[src/rtl/exc_commit_pkg.sv]
// Shared constants for the exception commit unit and the CSR file:
// exception bit indices, excode values, FSM state and encoder result types.
package exc_commit_pkg;

    localparam int unsigned VEC_W   = 16;
    localparam int unsigned EXC_BITS = 15;
    localparam int unsigned CODE_W  = 6;
    localparam int unsigned SUB_W   = 9;
    localparam int unsigned XLEN    = 32;
    localparam int unsigned IRQ_W   = 12;

    localparam logic [3:0] EXC_ADEF   = 4'd0;
    localparam logic [3:0] EXC_TLBR_F = 4'd1;
    localparam logic [3:0] EXC_PIF    = 4'd2;
    localparam logic [3:0] EXC_PPI_F  = 4'd3;
    localparam logic [3:0] EXC_SYS    = 4'd4;
    localparam logic [3:0] EXC_BRK    = 4'd5;
    localparam logic [3:0] EXC_INE    = 4'd6;
    localparam logic [3:0] EXC_IPE    = 4'd7;
    localparam logic [3:0] EXC_ADEM   = 4'd8;
    localparam logic [3:0] EXC_ALE    = 4'd9;
    localparam logic [3:0] EXC_TLBR_M = 4'd10;
    localparam logic [3:0] EXC_PIL    = 4'd11;
    localparam logic [3:0] EXC_PIS    = 4'd12;
    localparam logic [3:0] EXC_PPI_M  = 4'd13;
    localparam logic [3:0] EXC_PME    = 4'd14;

    localparam logic [5:0] ECODE_INT  = 6'h00;
    localparam logic [5:0] ECODE_PIL  = 6'h01;
    localparam logic [5:0] ECODE_PIS  = 6'h02;
    localparam logic [5:0] ECODE_PIF  = 6'h03;
    localparam logic [5:0] ECODE_PME  = 6'h04;
    localparam logic [5:0] ECODE_PPI  = 6'h07;
    localparam logic [5:0] ECODE_ADE  = 6'h08;
    localparam logic [5:0] ECODE_ALE  = 6'h09;
    localparam logic [5:0] ECODE_SYS  = 6'h0B;
    localparam logic [5:0] ECODE_BRK  = 6'h0C;
    localparam logic [5:0] ECODE_INE  = 6'h0D;
    localparam logic [5:0] ECODE_IPE  = 6'h0E;
    localparam logic [5:0] ECODE_TLBR = 6'h3F;

    typedef enum logic [1:0] {
        ST_IDLE   = 2'd0,
        ST_COMMIT = 2'd1,
        ST_WAIT   = 2'd2
    } state_e;

    typedef enum logic [1:0] {
        KIND_NONE    = 2'd0,
        KIND_EXC     = 2'd1,
        KIND_ERTN    = 2'd2,
        KIND_REFETCH = 2'd3
    } kind_e;

    typedef enum logic [1:0] {
        BADV_KEEP  = 2'd0,
        BADV_PC    = 2'd1,
        BADV_VADDR = 2'd2
    } badv_sel_e;

    // Exception bit index to architectural excode.
    function automatic logic [5:0] exc_code(input logic [3:0] idx);
        case (idx)
            EXC_ADEF, EXC_ADEM:   exc_code = ECODE_ADE;
            EXC_TLBR_F, EXC_TLBR_M: exc_code = ECODE_TLBR;
            EXC_PIF:              exc_code = ECODE_PIF;
            EXC_PPI_F, EXC_PPI_M: exc_code = ECODE_PPI;
            EXC_SYS:              exc_code = ECODE_SYS;
            EXC_BRK:              exc_code = ECODE_BRK;
            EXC_INE:              exc_code = ECODE_INE;
            EXC_IPE:              exc_code = ECODE_IPE;
            EXC_ALE:              exc_code = ECODE_ALE;
            EXC_PIL:              exc_code = ECODE_PIL;
            EXC_PIS:              exc_code = ECODE_PIS;
            EXC_PME:              exc_code = ECODE_PME;
            default:              exc_code = ECODE_INT;
        endcase
    endfunction

endpackage

[src/rtl/exc_commit_if.sv]
// Writeback-side and CSR-side signals of the exception commit unit.
interface exc_commit_if;
    import exc_commit_pkg::*;

    logic              wb_valid;
    logic              wb_ready;
    logic [XLEN-1:0]   wb_pc;
    logic [XLEN-1:0]   wb_vaddr;
    logic [VEC_W-1:0]  wb_exc_vec;
    logic              wb_is_ertn;
    logic              wb_is_refetch;
    logic [IRQ_W-1:0]  is;
    logic [IRQ_W-1:0]  lie;
    logic              ie;
    logic              exlike;
    logic              is_exc;
    logic              is_ertn;
    logic              is_fetch_again;
    logic [CODE_W-1:0] excode;
    logic [SUB_W-1:0]  esubcode;
    logic [XLEN-1:0]   badvaddr;
    logic [XLEN-1:0]   csr_pc;
    logic              flush;
    logic              err;

    modport master (
        output wb_valid, wb_pc, wb_vaddr, wb_exc_vec, wb_is_ertn, wb_is_refetch,
        output is, lie, ie, exlike,
        input  wb_ready, is_exc, is_ertn, is_fetch_again, excode, esubcode,
        input  badvaddr, csr_pc, flush, err
    );

    modport slave (
        input  wb_valid, wb_pc, wb_vaddr, wb_exc_vec, wb_is_ertn, wb_is_refetch,
        input  is, lie, ie, exlike,
        output wb_ready, is_exc, is_ertn, is_fetch_again, excode, esubcode,
        output badvaddr, csr_pc, flush, err
    );

endinterface

[src/rtl/exc_commit_prio_enc.sv]
// Fixed-priority encoder: interrupt > exception vector (lowest index) > ERTN > refetch.
module exc_prio_enc
    import exc_commit_pkg::*;
(
    input  logic             int_p_i,
    input  logic [VEC_W-1:0] vec_i,
    input  logic             ertn_i,
    input  logic             refetch_i,
    output kind_e            kind_o,
    output logic [5:0]       excode_o,
    output logic [8:0]       esubcode_o,
    output badv_sel_e        badv_sel_o
);

    logic [3:0] idx_c;
    logic       hit_c;

    // Lowest set index wins; bit 15 is reserved and never scanned.
    always_comb begin
        idx_c = '0;
        hit_c = 1'b0;
        for (int i = int'(EXC_BITS) - 1; i >= 0; i--) begin
            if (vec_i[i]) begin
                idx_c = 4'(i);
                hit_c = 1'b1;
            end
        end
    end

    always_comb begin
        kind_o     = KIND_NONE;
        excode_o   = '0;
        esubcode_o = '0;
        badv_sel_o = BADV_KEEP;
        if (int_p_i) begin
            kind_o   = KIND_EXC;
            excode_o = ECODE_INT;
        end else if (hit_c) begin
            kind_o   = KIND_EXC;
            excode_o = exc_code(idx_c);
            if (idx_c == EXC_ADEM) esubcode_o = 9'd1;
            if (idx_c <= EXC_PPI_F)     badv_sel_o = BADV_PC;
            else if (idx_c >= EXC_ADEM) badv_sel_o = BADV_VADDR;
        end else if (ertn_i) begin
            kind_o = KIND_ERTN;
        end else if (refetch_i) begin
            kind_o = KIND_REFETCH;
        end
    end

endmodule

[src/rtl/exc_commit.sv]
// Writeback exception/interrupt commit: selects one event, pulses it to the CSR
// file, flushes the pipeline and stalls writeback until the CSR acknowledges.
module exc_commit
    import exc_commit_pkg::*;
#(
    parameter int unsigned TIMEOUT = 4
) (
    input  logic        clk,
    input  logic        reset,
    exc_commit_if.slave bus
);

    localparam int unsigned CNT_W = (TIMEOUT < 2) ? 1 : $clog2(TIMEOUT + 1);

    state_e            state_q;
    logic [CNT_W-1:0]  cnt_q;
    logic              is_exc_q, is_ertn_q, is_fa_q, err_q;
    logic [CODE_W-1:0] excode_q;
    logic [SUB_W-1:0]  esub_q;
    logic [XLEN-1:0]   badv_q, csr_pc_q;

    logic              int_p_c, accept_c, event_c;
    kind_e             kind_c;
    logic [5:0]        code_c;
    logic [8:0]        sub_c;
    badv_sel_e         bsel_c;

    assign int_p_c  = bus.ie & (|(bus.is & bus.lie));
    assign accept_c = bus.wb_valid & (state_q == ST_IDLE);
    assign event_c  = (kind_c != KIND_NONE);

    exc_prio_enc u_enc (
        .int_p_i    (int_p_c),
        .vec_i      (bus.wb_exc_vec),
        .ertn_i     (bus.wb_is_ertn),
        .refetch_i  (bus.wb_is_refetch),
        .kind_o     (kind_c),
        .excode_o   (code_c),
        .esubcode_o (sub_c),
        .badv_sel_o (bsel_c)
    );

    // Control FSM with latched commit payload.
    always_ff @(posedge clk) begin
        if (reset) begin
            state_q   <= ST_IDLE;
            cnt_q     <= '0;
            is_exc_q  <= 1'b0;
            is_ertn_q <= 1'b0;
            is_fa_q   <= 1'b0;
            err_q     <= 1'b0;
            excode_q  <= '0;
            esub_q    <= '0;
            badv_q    <= '0;
            csr_pc_q  <= '0;
        end else begin
            is_exc_q  <= 1'b0;
            is_ertn_q <= 1'b0;
            is_fa_q   <= 1'b0;
            case (state_q)
                ST_IDLE: begin
                    if (accept_c && event_c) begin
                        state_q   <= ST_COMMIT;
                        is_exc_q  <= (kind_c == KIND_EXC);
                        is_ertn_q <= (kind_c == KIND_ERTN);
                        is_fa_q   <= (kind_c == KIND_REFETCH);
                        csr_pc_q  <= bus.wb_pc;
                        // ERTN/refetch keep the last exception code for the CSR's TLBR check.
                        if (kind_c == KIND_EXC) begin
                            excode_q <= code_c;
                            esub_q   <= sub_c;
                        end
                        case (bsel_c)
                            BADV_PC:    badv_q <= bus.wb_pc;
                            BADV_VADDR: badv_q <= bus.wb_vaddr;
                            default:    ;
                        endcase
                    end
                end
                ST_COMMIT: begin
                    state_q <= ST_WAIT;
                    cnt_q   <= '0;
                end
                ST_WAIT: begin
                    if (bus.exlike) begin
                        state_q <= ST_IDLE;
                    end else if (cnt_q == CNT_W'(TIMEOUT - 1)) begin
                        err_q   <= 1'b1;
                        state_q <= ST_IDLE;
                    end else begin
                        cnt_q <= cnt_q + CNT_W'(1);
                    end
                end
                default: state_q <= ST_IDLE;
            endcase
        end
    end

    assign bus.wb_ready       = (state_q == ST_IDLE);
    assign bus.flush          = (state_q != ST_IDLE) | (accept_c & event_c);
    assign bus.is_exc         = is_exc_q;
    assign bus.is_ertn        = is_ertn_q;
    assign bus.is_fetch_again = is_fa_q;
    assign bus.excode         = excode_q;
    assign bus.esubcode       = esub_q;
    assign bus.badvaddr       = badv_q;
    assign bus.csr_pc         = csr_pc_q;
    assign bus.err            = err_q;

endmodule
[src/flat_wrapper.sv]
// flat-port wrapper written by rule: the top's interface ports become plain ports
module exc_commit_flat import exc_commit_pkg::*;
#(
    parameter int unsigned TIMEOUT = 4
)
  (clk, reset, bus_wb_valid, bus_wb_pc, bus_wb_vaddr, bus_wb_exc_vec, bus_wb_is_ertn, bus_wb_is_refetch, bus_is, bus_lie, bus_ie, bus_exlike, bus_wb_ready, bus_is_exc, bus_is_ertn, bus_is_fetch_again, bus_excode, bus_esubcode, bus_badvaddr, bus_csr_pc, bus_flush, bus_err);
  exc_commit_if bus_i ();
  input  logic clk;
  input  logic reset;
  input wire logic [$bits(bus_i.wb_valid)-1:0] bus_wb_valid;
  input wire logic [$bits(bus_i.wb_pc)-1:0] bus_wb_pc;
  input wire logic [$bits(bus_i.wb_vaddr)-1:0] bus_wb_vaddr;
  input wire logic [$bits(bus_i.wb_exc_vec)-1:0] bus_wb_exc_vec;
  input wire logic [$bits(bus_i.wb_is_ertn)-1:0] bus_wb_is_ertn;
  input wire logic [$bits(bus_i.wb_is_refetch)-1:0] bus_wb_is_refetch;
  input wire logic [$bits(bus_i.is)-1:0] bus_is;
  input wire logic [$bits(bus_i.lie)-1:0] bus_lie;
  input wire logic [$bits(bus_i.ie)-1:0] bus_ie;
  input wire logic [$bits(bus_i.exlike)-1:0] bus_exlike;
  output wire logic [$bits(bus_i.wb_ready)-1:0] bus_wb_ready;
  output wire logic [$bits(bus_i.is_exc)-1:0] bus_is_exc;
  output wire logic [$bits(bus_i.is_ertn)-1:0] bus_is_ertn;
  output wire logic [$bits(bus_i.is_fetch_again)-1:0] bus_is_fetch_again;
  output wire logic [$bits(bus_i.excode)-1:0] bus_excode;
  output wire logic [$bits(bus_i.esubcode)-1:0] bus_esubcode;
  output wire logic [$bits(bus_i.badvaddr)-1:0] bus_badvaddr;
  output wire logic [$bits(bus_i.csr_pc)-1:0] bus_csr_pc;
  output wire logic [$bits(bus_i.flush)-1:0] bus_flush;
  output wire logic [$bits(bus_i.err)-1:0] bus_err;
  assign bus_i.wb_valid = bus_wb_valid;
  assign bus_i.wb_pc = bus_wb_pc;
  assign bus_i.wb_vaddr = bus_wb_vaddr;
  assign bus_i.wb_exc_vec = bus_wb_exc_vec;
  assign bus_i.wb_is_ertn = bus_wb_is_ertn;
  assign bus_i.wb_is_refetch = bus_wb_is_refetch;
  assign bus_i.is = bus_is;
  assign bus_i.lie = bus_lie;
  assign bus_i.ie = bus_ie;
  assign bus_i.exlike = bus_exlike;
  assign bus_wb_ready = bus_i.wb_ready;
  assign bus_is_exc = bus_i.is_exc;
  assign bus_is_ertn = bus_i.is_ertn;
  assign bus_is_fetch_again = bus_i.is_fetch_again;
  assign bus_excode = bus_i.excode;
  assign bus_esubcode = bus_i.esubcode;
  assign bus_badvaddr = bus_i.badvaddr;
  assign bus_csr_pc = bus_i.csr_pc;
  assign bus_flush = bus_i.flush;
  assign bus_err = bus_i.err;
  exc_commit #(.TIMEOUT(TIMEOUT)) u_core (.clk(clk), .reset(reset), .bus(bus_i));
endmodule
[config.mk]
export PLATFORM = sky130hd
export DESIGN_NAME = exc_commit_flat
export DESIGN_NICKNAME = d
export VERILOG_FILES = /design/src/rtl/exc_commit_pkg.sv /design/src/rtl/exc_commit_if.sv /design/src/rtl/exc_commit_prio_enc.sv /design/src/rtl/exc_commit.sv /design/src/flat_wrapper.sv
export SDC_FILE = /design/constraint.sdc
export NUM_CORES = 1
export LEC_CHECK = 0
export CORE_MARGIN = 5
export CORE_UTILIZATION = 39
export CTS_BUF_LIST = sky130_fd_sc_hd__clkbuf_2 sky130_fd_sc_hd__clkbuf_4 sky130_fd_sc_hd__clkbuf_8
export CTS_CLUSTER_DIAMETER = 40
export CTS_CLUSTER_SIZE = 20
export DETAILED_ROUTE_END_ITERATION = 16
export PLACE_DENSITY = 0.8
export SLEW_MARGIN = 20
export SYNTH_ARGS = -nofsm -noshare
export SYNTH_HDL_FRONTEND = slang
export SYNTH_HIERARCHICAL = 1
export SYNTH_SLANG_ARGS = --single-unit
export TNS_END_PERCENT = 5
[constraint.sdc]
create_clock -name clk -period 4.25 [get_ports clk]
set_clock_uncertainty 0.15 [all_clocks]
set_input_delay 1.0625 -clock clk [delete_from_list [all_inputs] [get_ports clk]]
set_output_delay 1.0625 -clock clk [all_outputs]
set_load 0.02 [all_outputs]
==> flow_metrics.env <==
export IMPL_outcome="complete, no violations"
export IMPL_synth_area_per_cell_um2=8.61
export IMPL_worstPathRequired_ps=3040
export IMPL_rsz0062_at_grt="true"
export IMPL_io_buffer_count=194
export IMPL_htree_num_levels=3
export IMPL_grt_pass1_vias=4704
export IMPL_final_hold_viol_count=0
export IMPL_worst_pin_slew_ps=999
export IMPL_drt_pass1_iterations=4
export IMPL_dpl_cell_count=815
export IMPL_path_buf_inv=2
export IMPL_gp_congestion=0.897
export IMPL_drive_gt1_share_pct=13.1
export IMPL_path_common_cell="nand2_1"
export IMPL_worstSetupEndpointType="output pin"
export IMPL_utilization_pct=64.2
export IMPL_cts_sinks=88
export IMPL_powerDensity_nw_per_um2=314
export IMPL_vdd_ir_drop_max_v=0.000177
export IMPL_cts_buffers=9
export IMPL_nFillCells=910
export IMPL_die_area_um2=13000
export IMPL_setup_tns_ps=0
export IMPL_clk_latency_ps=340
export IMPL_synth_edf_count=0
export IMPL_viasPerCell=5.48
export IMPL_slowest_delay_ps=400
export IMPL_fin_crit_sh_pct=98.7
export IMPL_die_w_um=114
export IMPL_cp_max_fo=2
export IMPL_dr_total_vias=4614
export IMPL_io_pins=196
export IMPL_arrival_ps=2980
export IMPL_synth_top_cell_by_area="dfxtp_1"
export IMPL_yosys_warnings=6
export IMPL_drv_slew=0
export IMPL_cp_top_family="compound AO/OA/AOI/OAI gates"
export IMPL_coreArea_um2=10700
export IMPL_area_growth_pct=63.0
export IMPL_fin_crit_ps=4190
export IMPL_wl_per_cell_um=17.7
export IMPL_row_count=38
export IMPL_hold_buffers=0
export IMPL_diodes=0
export IMPL_drv_cap=0
export IMPL_hold_class="reg -> reg"
export IMPL_globalRouteTotalUtil_pct=21.5
export IMPL_place_area_um2=6410
export IMPL_synth_top_area_share_pct=41.8
export IMPL_drtIter0Drc=331
export IMPL_dp_hpwl_um=10700
export IMPL_power_mw=2.16
export IMPL_grt_pass1_wl_um=22900
export IMPL_timing_fmax_mhz=239
export IMPL_clk_pin_slew_worst_paths_ps=80
export IMPL_yosysMostFrequentCell="dfxtp_1"
export IMPL_start_util_pct=39.4
export IMPL_synth_cells=490
export IMPL_path_cells="clkdlybuf4s50_1 -> a22o_1 -> a221oi_2 -> a31oi_2 -> nor4_4 -> o21ai_1 -> or2_4 -> nand2_1 -> nand2_1 -> buf_6"
export IMPL_cts_tree="built"
export IMPL_synth_area_top_cells="dfxtp_1 (42%), a21oi_1 (10%), mux2i_1 (7.8%)"
export IMPL_max_clock_path_buffers=2
export IMPL_relSlewSlack_pct=33.4
export IMPL_synth_flop_cell="dfxtp_1"
export IMPL_grt_overflow_total=0
export IMPL_nets=817
export IMPL_seq_area_frac_synth_pct=41.8
export IMPL_ant_nets=0
export IMPL_syn_area_um2=4220
export IMPL_critPathKind="in -> out"
export IMPL_die_y_um=114
export IMPL_clock_root_buffer="clkbuf_8"
export IMPL_yosys_top_cells_count="dfxtp_1 (88), a21oi_1 (87), o21ai_0 (51)"
export IMPL_pre_cts_ws_ps=-543
export IMPL_ys_seq_elements=88
export IMPL_async_reset_ff_share_pct=0
export IMPL_ys_types=49
export IMPL_setup_viol_count_final=0
export IMPL_stdcell_area_um2=6870
export IMPL_leakage_nw=2.47
export IMPL_antenna_found_initial=0
export IMPL_drc=0
export IMPL_routed_wl_um=14900
export IMPL_fin_ws_ps=57.2
export IMPL_grt_start_max_net_pins=52
export IMPL_slowest_stage="clkdlybuf4s50_1"
export IMPL_fin_cells=842
export IMPL_whs_ps=333
export IMPL_critPathLaunchType="input pin"
[flip-flops by register name, summed over array words and instances, names as in the netlist]
signal                     cells
u_core/bus.esubcode            9
u_core/bus.is_ertn             1
u_core/cnt_q                   3
u_core/bus.excode              6
u_core/bus.badvaddr           32
u_core/bus.is_exc              1
u_core/state_q                 2
u_core/bus.is_fetch_again      1
u_core/bus.err                 1
u_core/bus.csr_pc             32
[path summary, 6_finish.rpt]
path,slack (ps),to,depth (start not counted),start
hold reg to reg,330,u_core/bus.esubcode[5],2,u_core/bus.esubcode[5]
setup / recovery,60,bus_flush,10,bus_lie[11]
setup reg to reg,2040,u_core/bus.badvaddr[5],4,u_core/state_q[1]
hold / removal,330,u_core/bus.esubcode[5],2,u_core/bus.esubcode[5]
[cells in the final DEF, fill, tap and decap left out, drive strengths merged, types with 2 or more instances in the layout]
cell           netlist  layout
nand2b               5       5
clkbuf              29      12
ha                   8       8
nand2                7       7
nor2                17      17
a21oi               87      87
clkdlybuf4s50        0     185
dfxtp               88      88
dlymetal6s2s         0       3
nor3                 4       4
mux2i               33      33
a22o                 3       3
a221oi               5       5
a31oi                2       2
inv                  9      10
a211oi              36      36
dlygate4sd2          0       4
and3                 2       2
conb                 1       8
bufinv               0       4
nor2b                2       2
buf                 23      48
nor3b                2       2
o211ai               5       5
nor4b                2       2
o21ai               53      53
nand3               50      50
nor4                 4       4
[cells by family after synthesis]
family                   share of synthesized area, %
AO/OA/AOI/OAI                                    27.3
AND/OR/NAND/NOR                                  13.5
flip-flops                                       41.8
buffers and inverters                            6.80
multiplexers                                     8.19
adder cells (fa/ha/maj)                          2.37
other                                          0.0889
[what timing repair did]
item                       in CTS  in global routing
buffers inserted                9                  2
cloned                          0                  2
pin swaps                       5                  7
setup endpoints to repair       1                 81
resized for setup              19                 12
[area by class of cell]
type | count | area, um2 | area share [%]
inverters | 9 | 33.8 | 0.492
clock buffers | 10 | 131 | 1.91
repair buffers | 242 | 2370 | 34.5
well taps | 140 | 175 | 2.55
multi-input cells | 348 | 2270 | 33.0
clock inverters | 5 | 129 | 1.88
flip-flops and latches | 88 | 1760 | 25.6
[layer usage]
| layer | global-route usage [%] | share of wire, % | vias up |
|---|---|---|---|
| met4 | 7.05 | 1.9 | 0 |
| met1 | 25.7 | 42 | 2168 |
| met3 | 5.73 | 7.0 | 24 |
| met5 | 0 | 0 | - |
| li1 | - | - | 2214 |
| met2 | 37.4 | 49 | 208 |
[worst reg2reg max path: stages (launching register included)]
cell	delay, ps
dfxtp_1	380
or3b_2	890
nor3_4	320
buf_4	260
a211oi_1	100
[report_power, final]
| group | switching [mW] | leakage (nW) | total [mW] | internal, mW |
|---|---|---|---|---|
| clock network | 0.290 | 0.130 | 0.746 | 0.456 |
| registers | 0.0283 | 0.721 | 0.905 | 0.877 |
| logic | 0.249 | 1.62 | 0.508 | 0.259 |
No activity file was read; power rests on OpenSTA's default activity.
